`src/rtl/sd_cmd_pkg.sv`:
```
// Shared types and constants for the SD host command path.
// Latency: n/a (declarations only).
// Backpressure: n/a.
package sd_cmd_pkg;

  // Serializer FSM states
  typedef enum logic [1:0] {
    PTS_IDLE = 2'd0,
    PTS_SEND = 2'd1,
    PTS_DONE = 2'd2
  } pts_state_t;

  // SD command frame length in bits
  localparam int SD_CMD_FRAME_W = 48;

  // Level driven on the CMD line when nothing is being sent
  localparam logic SD_CMD_IDLE_LEVEL = 1'b1;

endpackage

```
`src/rtl/pts_shift_reg.sv`:
```
// Loadable WIDTH-bit left shift register; msb is the bit that leaves next.
// Latency: load/shift take effect on the rising CLK edge.
// Backpressure: none; shifts whenever shift is high and load is low.
module pts_shift_reg #(
  parameter int WIDTH = 48
) (
  input  logic             CLK,
  input  logic             RESET,
  input  logic             load,
  input  logic             shift,
  input  logic [WIDTH-1:0] din,
  output logic             msb
);

  logic [WIDTH-1:0] q;

  // Load has priority over shift; zeros enter at the LSB
  always_ff @(posedge CLK or posedge RESET) begin
    if (RESET) begin
      q <= '0;
    end else if (load) begin
      q <= din;
    end else if (shift) begin
      q <= {q[WIDTH-2:0], 1'b0};
    end
  end

  assign msb = q[WIDTH-1];

endmodule

```
`src/rtl/parallel_to_serial_tx.sv`:
```
// SD CMD serializer: captures a WIDTH-bit frame on start, sends it MSB first, then flags finished.
// Latency: first bit after the start edge, finished WIDTH edges after it; cleared one edge after start drops.
// Backpressure: none; optional macro PARALLEL_TO_SERIAL_ABORT_EN lets a low start_sending abort a frame in flight.
module parallel_to_serial_tx
  import sd_cmd_pkg::*;
#(
  parameter int WIDTH = SD_CMD_FRAME_W
) (
  input  logic             CLK,
  input  logic             RESET,
  input  logic             start_sending,
  input  logic [WIDTH-1:0] parallel_in,
  output logic             finished,
  output logic             serial_out
);

  localparam int CW = $clog2(WIDTH);

  pts_state_t       state, state_nxt;
  logic [CW-1:0]    cnt, cnt_nxt;
  logic             ser_nxt, fin_nxt;
  logic             load, shift, msb;
  logic [WIDTH-1:0] load_val;

  // The top bit goes straight to serial_out on the start edge, so the
  // register is loaded pre-shifted: its MSB is always the next bit to send.
  assign load_val = {parallel_in[WIDTH-2:0], 1'b0};

  pts_shift_reg #(.WIDTH(WIDTH)) u_shift (
    .CLK   (CLK),
    .RESET (RESET),
    .load  (load),
    .shift (shift),
    .din   (load_val),
    .msb   (msb)
  );

  // State, counter and registered outputs
  always_ff @(posedge CLK or posedge RESET) begin
    if (RESET) begin
      state      <= PTS_IDLE;
      cnt        <= '0;
      serial_out <= SD_CMD_IDLE_LEVEL;
      finished   <= 1'b0;
    end else begin
      state      <= state_nxt;
      cnt        <= cnt_nxt;
      serial_out <= ser_nxt;
      finished   <= fin_nxt;
    end
  end

  // Next-state and next-output decode
  always_comb begin
    state_nxt = state;
    cnt_nxt   = cnt;
    ser_nxt   = serial_out;
    fin_nxt   = finished;
    load      = 1'b0;
    shift     = 1'b0;
    case (state)
      PTS_IDLE: begin
        if (start_sending) begin
          state_nxt = PTS_SEND;
          load      = 1'b1;
          ser_nxt   = parallel_in[WIDTH-1];
          cnt_nxt   = CW'(WIDTH - 1);
          fin_nxt   = 1'b0;
        end
      end
      PTS_SEND: begin
`ifdef PARALLEL_TO_SERIAL_ABORT_EN
        if (!start_sending) begin
          state_nxt = PTS_IDLE;
          ser_nxt   = SD_CMD_IDLE_LEVEL;
          cnt_nxt   = '0;
          fin_nxt   = 1'b0;
        end else
`endif
        if (cnt != '0) begin
          shift   = 1'b1;
          ser_nxt = msb;
          cnt_nxt = cnt - 1'b1;
        end else begin
          state_nxt = PTS_DONE;
          fin_nxt   = 1'b1;
          ser_nxt   = SD_CMD_IDLE_LEVEL;
        end
      end
      PTS_DONE: begin
        if (!start_sending) begin
          state_nxt = PTS_IDLE;
          fin_nxt   = 1'b0;
        end
      end
      default: begin
        state_nxt = PTS_IDLE;
        ser_nxt   = SD_CMD_IDLE_LEVEL;
        fin_nxt   = 1'b0;
        cnt_nxt   = '0;
      end
    endcase
  end

endmodule

```
`config.mk`:
```
export PLATFORM = sky130hd
export DESIGN_NAME = parallel_to_serial_tx
export DESIGN_NICKNAME = d
export VERILOG_FILES = /design/src/rtl/sd_cmd_pkg.sv /design/src/rtl/pts_shift_reg.sv /design/src/rtl/parallel_to_serial_tx.sv
export SDC_FILE = /design/constraint.sdc
export NUM_CORES = 1
export LEC_CHECK = 0
export ABC_AREA = 1
export CORE_ASPECT_RATIO = 0.5
export CORE_MARGIN = 5
export CORE_UTILIZATION = 55
export CTS_CLUSTER_DIAMETER = 150
export DETAILED_ROUTE_END_ITERATION = 6
export PLACE_DENSITY = 0.88
export SETUP_SLACK_MARGIN = 0.3
export SYNTH_ARGS = -nofsm -noshare
export SYNTH_HDL_FRONTEND = slang
export SYNTH_HIERARCHICAL = 1
export SYNTH_SLANG_ARGS = --single-unit
export TNS_END_PERCENT = 10
```
`constraint.sdc`:
```
create_clock -name CLK -period 3.7 [get_ports CLK]
set_input_delay 0.37 -clock CLK [delete_from_list [all_inputs] [get_ports CLK]]
set_output_delay 0.37 -clock CLK [all_outputs]
set_load 0.05 [all_outputs]
```
# [Word-level counts from Yosys, hierarchy flattened]
# Index checks and enable logic that the tools add are counted.
[op_classes] addsub=1 n_eq_ne=6 n_mux=20 bitwise=1 n_reduce_logical=6
[op_table] cell="48-bit 2-to-1 mux" count=2
[op_table] cell="6-bit one-hot mux with 3 select lines" count=1
[op_table] cell="6-bit 2-to-1 mux" count=2
[op_table] cell="1-bit 2-to-1 mux" count=9
[op_table] cell="2-bit inequality test (second input constant)" count=4
[op_table] cell="2-bit 2-to-1 mux" count=3
[op_table] cell="1-bit one-hot mux with 3 select lines" count=2
[op_table] cell="2-bit one-hot mux with 3 select lines" count=1
[op_table] cell="3-bit AND reduction" count=2
[op_table] cell="6-bit nonzero test" count=1
[op_table] cell="6-bit by 1-bit subtractor with 6-bit output (second input constant)" count=1
[op_table] cell="2-bit by 1-bit == test with 1-bit output (second input constant)" count=1
[op_table] cell="2-bit == test (second input constant)" count=1
[op_table] cell="2-bit logical NOT" count=1
[op_table] cell="2-bit AND reduction" count=1
[op_table] cell="2-bit nonzero test" count=1
[op_table] cell="1-bit inverter" count=1
[totals] reg_bits=58 in_bits=51 out_inout_bits=2

# [Longest topological paths before layout]
[depth] depth_word=5 mapped_depth=10 ltp_nobuf=8

# [Modules after synthesis]
# Netlist, hierarchy kept.
[modules_own_cells] module="pts_shift_reg" n_inst=1 cells_per_inst=262 area_per_inst_um2=2180.8 seq_area_each_um2=1201.2
[modules_own_cells] module="parallel_to_serial_tx" n_inst=1 cells_per_inst=71 area_per_inst_um2=539.3 seq_area_each_um2=226.5

# [Least setup slack after synthesis]
# No wires, ideal clock.
[synth_timing] path_type="register to register" from="register finished (netlist name)" to="register u_shift.q[20]" setup_time_ns=0.125 t_arrival_ns=1.609 required_time_ns=3.575 path_slack_ns=1.966 path_stages_with_launch=9 synth_period_minus_slack_ns=1.734 cell_sequence="dfrtp_1 -> inv_1 -> nand2_1 -> nor2_1 -> inv_2 -> buf_6 -> buf_2 -> nand3_1 -> nand3_1"
[synth_lines] element="end signal, assigned" line_no="pts_shift_reg.sv:22" text="q <= din;"
[synth_lines] element="end signal, assigned" line_no="pts_shift_reg.sv:24" text="q <= {q[WIDTH-2:0], 1'b0};"
[synth_lines] element="end, declared" line_no="pts_shift_reg.sv:15" text="logic [WIDTH-1:0] q;"

# [Final worst setup path]
[layout_timing] from="register cnt[0]" to="register u_shift.q[20]"
[layout_between] elab_chain_len=4
[layout_lines] element="start, declared" line_no="parallel_to_serial_tx.sv:20" text="logic [CW-1:0] cnt, cnt_nxt;"
[layout_lines] element="start signal, assigned" line_no="parallel_to_serial_tx.sv:47" text="cnt <= cnt_nxt;"
[layout_lines] element="6-bit nonzero test" line_no="parallel_to_serial_tx.sv:80" text="if (cnt != '0) begin"
[layout_lines] element="1-bit 2-to-1 mux" line_no="parallel_to_serial_tx.sv:80"
[layout_lines] element="1-bit 2-to-1 mux" line_no="parallel_to_serial_tx.sv:61" text="case (state)"
[layout_lines] element="via shift" line_no="parallel_to_serial_tx.sv:22" text="logic load, shift, msb;"
[layout_lines] element="2-bit nonzero test (no line)"
# The timed path passes the listed nets, and every way through them passes these cells.
# A chain may end at the register's enable or synchronous reset.

==> results.json <==
{
  "p_per_area_nw_per_um2": 801,
  "dp_slack_ns": 1.42,
  "ios": 53,
  "antenna_found_initial": 0,
  "synth_edf_count": 0,
  "cp-end-kind": "flip-flop",
  "synth_mux_area_frac": 0,
  "final-hold-violation-count": 0,
  "gr-total-overflow": 0,
  "crit_type": "reg -> reg",
  "synth_compound_area_frac": 0.0225,
  "ys_seq_elements": 57,
  "path_cells": "inv_1 > ha_1 > nand3_1 > nand2_1 > inv_1 > nor2_4 > nand2_1 > nand3_1",
  "leakagePower_nw": 1.62,
  "relSlewSlack": 0.323,
  "grt_usage": 0.202,
  "drc": 0,
  "final_core_util": 0.710,
  "ctsHoldBuffers": 0,
  "grt_pass1_wl_um": 10300,
  "syn-cell-area_um2": 2720,
  "worstPathMaxFanout": 48,
  "ctsLongestPathBuffers": 2,
  "numPortBuffers": 52,
  "vdd_drop_max_mv": 0.345,
  "dieArea_um2": 6540,
  "row_count": 18,
  "initial_core_util": 0.559,
  "core-area_um2": 4860,
  "ant_nets": 0,
  "syn-num-nets": 386,
  "antenna_cells": 0,
  "worst_pin_slew_ns": 1.01,
  "place.gp.congestion": 0.890,
  "fin_crit_ns": 2.20,
  "crit_buf_inv": 2,
  "setup-tns-final_ns": 0,
  "finalCritPeriodShare": 0.596,
  "die_w_um": 109,
  "place_area_um2": 3220,
  "post_drt_via_cell_ratio": 5.30,
  "wl_per_cell_um": 13.2,
  "status": "finished, final reports clean",
  "setup_viol": 0,
  "grt_max_degree": 49,
  "tritoncts": "yes",
  "vias": 2399,
  "final_common_cell": "nand2_1",
  "worstReg2RegEnd": "u_shift/q[20]$_DFFE_PP0P_",
  "insertion_delay_ns": 0.34,
  "crit_path_top_delay_cell": "nor2_4",
  "synth_xor_area_frac": 0.00322,
  "drive_above_1_share": 0.0731,
  "synth-adder-area-share": 0.00920,
  "critical-path-top-delay-family": "simple AND/OR/NAND/NOR gates",
  "finClkSkew_ns": 0.00739,
  "ys_types": 25,
  "reg2reg_from": "cnt[0]$_DFFE_PP0P_",
  "syn2layout_area_growth_pct": 27.0,
  "worstPathArrival_ns": 2.47,
  "worstPathRequired_ns": 3.96,
  "maxCapViolCount": 0,
  "hp-class": "in -> async",
  "post-dp-hpwl_um": 3990,
  "grt_use_met1": 0.232,
  "root_buffer": "clkbuf_8",
  "regToRegSetupSlack_ns": 1.50,
  "rsz0062_at_grt": "no",
  "most-common-layout-cells": "117 x nand2_1, 100 x nand3_1, 56 x dfrtp_1",
  "syn_inst": 333,
  "fin_nets": 431,
  "cts.sinks": 57,
  "grt_busiest_layer": "met2",
  "dp.cells": 437,
  "path_clk_slew_ns": 0.07,
  "cp_slowest_stage_delay_ns": 0.76,
  "use_met3": 0.0572,
  "cts_resized": 0,
  "cp-start-kind": "flip-flop",
  "yosys.area_share.simple": 0.374,
  "grt_use_met2": 0.362,
  "syn_area_per_cell_um2": 8.17,
  "synth_warnings": 6,
  "routed_wl_um": 5980,
  "cts_made_buffers": 9,
  "grt_pass1_vias": 2431,
  "synth-main-ff-cell": "dfrtp_1",
  "final_area_um2": 3450,
  "layoutNonFillerInstCount": 453,
  "synth_seq_area_share": 0.525,
  "first_iter_violations": 163,
  "timing.fmax_mhz": 454,
  "firstDrtPassIters": 4,
  "async_flop_share": 1.00,
  "synth_top_family_by_area": "simple AND/OR/NAND/NOR gates",
  "r2r_cells": 8,
  "drv_slew": 0,
  "die_h_um": 59.7,
  "cts_setup_buffers": 0,
  "worst_slack_ns": 1.50,
  "htreeDepth": 3
}
cell usage after synthesis, types with 2 or more instances:
cell | number | area share
ha_1 | 2 | 0.0092
buf_6 | 3 | 0.012
clkbuf_1 | 3 | 0.0041
nor2_1 | 6 | 0.0083
buf_4 | 7 | 0.019
nand3_1 | 100 | 0.18
inv_2 | 2 | 0.0028
dfrtp_1 | 56 | 0.52
o21ai_0 | 8 | 0.015
inv_1 | 10 | 0.014
nand2_1 | 117 | 0.16
buf_2 | 6 | 0.011
final cells by class:
cell class,instances,area [µm²]
repair buffers,54,536
fillers,383,1410
flip-flops and latches,57,1430
clock buffers,11,151
multi-input cells,244,1130
clock inverters,5,77.6
well taps,70,87.6
inverters,12,45.0
report_power, final:
part	internal, mW	switching [mW]	total, mW
clock	0.413	0.250	0.664
combinational	0.378	0.655	1.03
sequential	0.903	0.166	1.07
metrics by stage:
step | hold WS (ns) | power, mW
after CTS | 0.353 | 2.78
final | 0.345 | 2.77
after global placement | 0.458 | 2.03
after detailed placement | 0.459 | 2.11
after global routing | 0.378 | 2.98
after floorplan | 0.197 | 1.90
how the worst max path moves through the flow:
stage                                    start                        end  cells after the start
after floorplan           finished$_DFFE_PP0P_  u_shift/q[20]$_DFFE_PP0P_                      8
after global placement           start_sending  u_shift/q[45]$_DFFE_PP0P_                      6
after detailed placement         start_sending  u_shift/q[43]$_DFFE_PP0P_                      6
after CTS                   cnt[0]$_DFFE_PP0P_  u_shift/q[20]$_DFFE_PP0P_                      8
after global routing        cnt[0]$_DFFE_PP0P_  u_shift/q[20]$_DFFE_PP0P_                      8
final                       cnt[0]$_DFFE_PP0P_  u_shift/q[20]$_DFFE_PP0P_                      8
cell families (layout without fill, tap and decap cells):
kind of cell,after synthesis,in the layout
xor gates and xnor gates,1,1
and+or+nand+nor,229,229
AOI/OAI and AO/OA,11,11
DFF,57,57
other,1,1
buffers and inverters,32,82
adders and majority gates,2,2
flip-flops by register name, indices dropped and copies added (netlist names):
| signal | flops |
|---|---|
| cnt | 6 |
| serial_out | 1 |
| state | 1 |
| finished | 1 |
| u_shift/q | 48 |
layer usage:
layer  up-vias  part of all wire
li1       1180                 -
met4         0             0.018
met5         -                 0
met3        14             0.042
met2        62              0.51
met1      1143              0.43
Note: power is estimated with default switching activity, not from simulation.
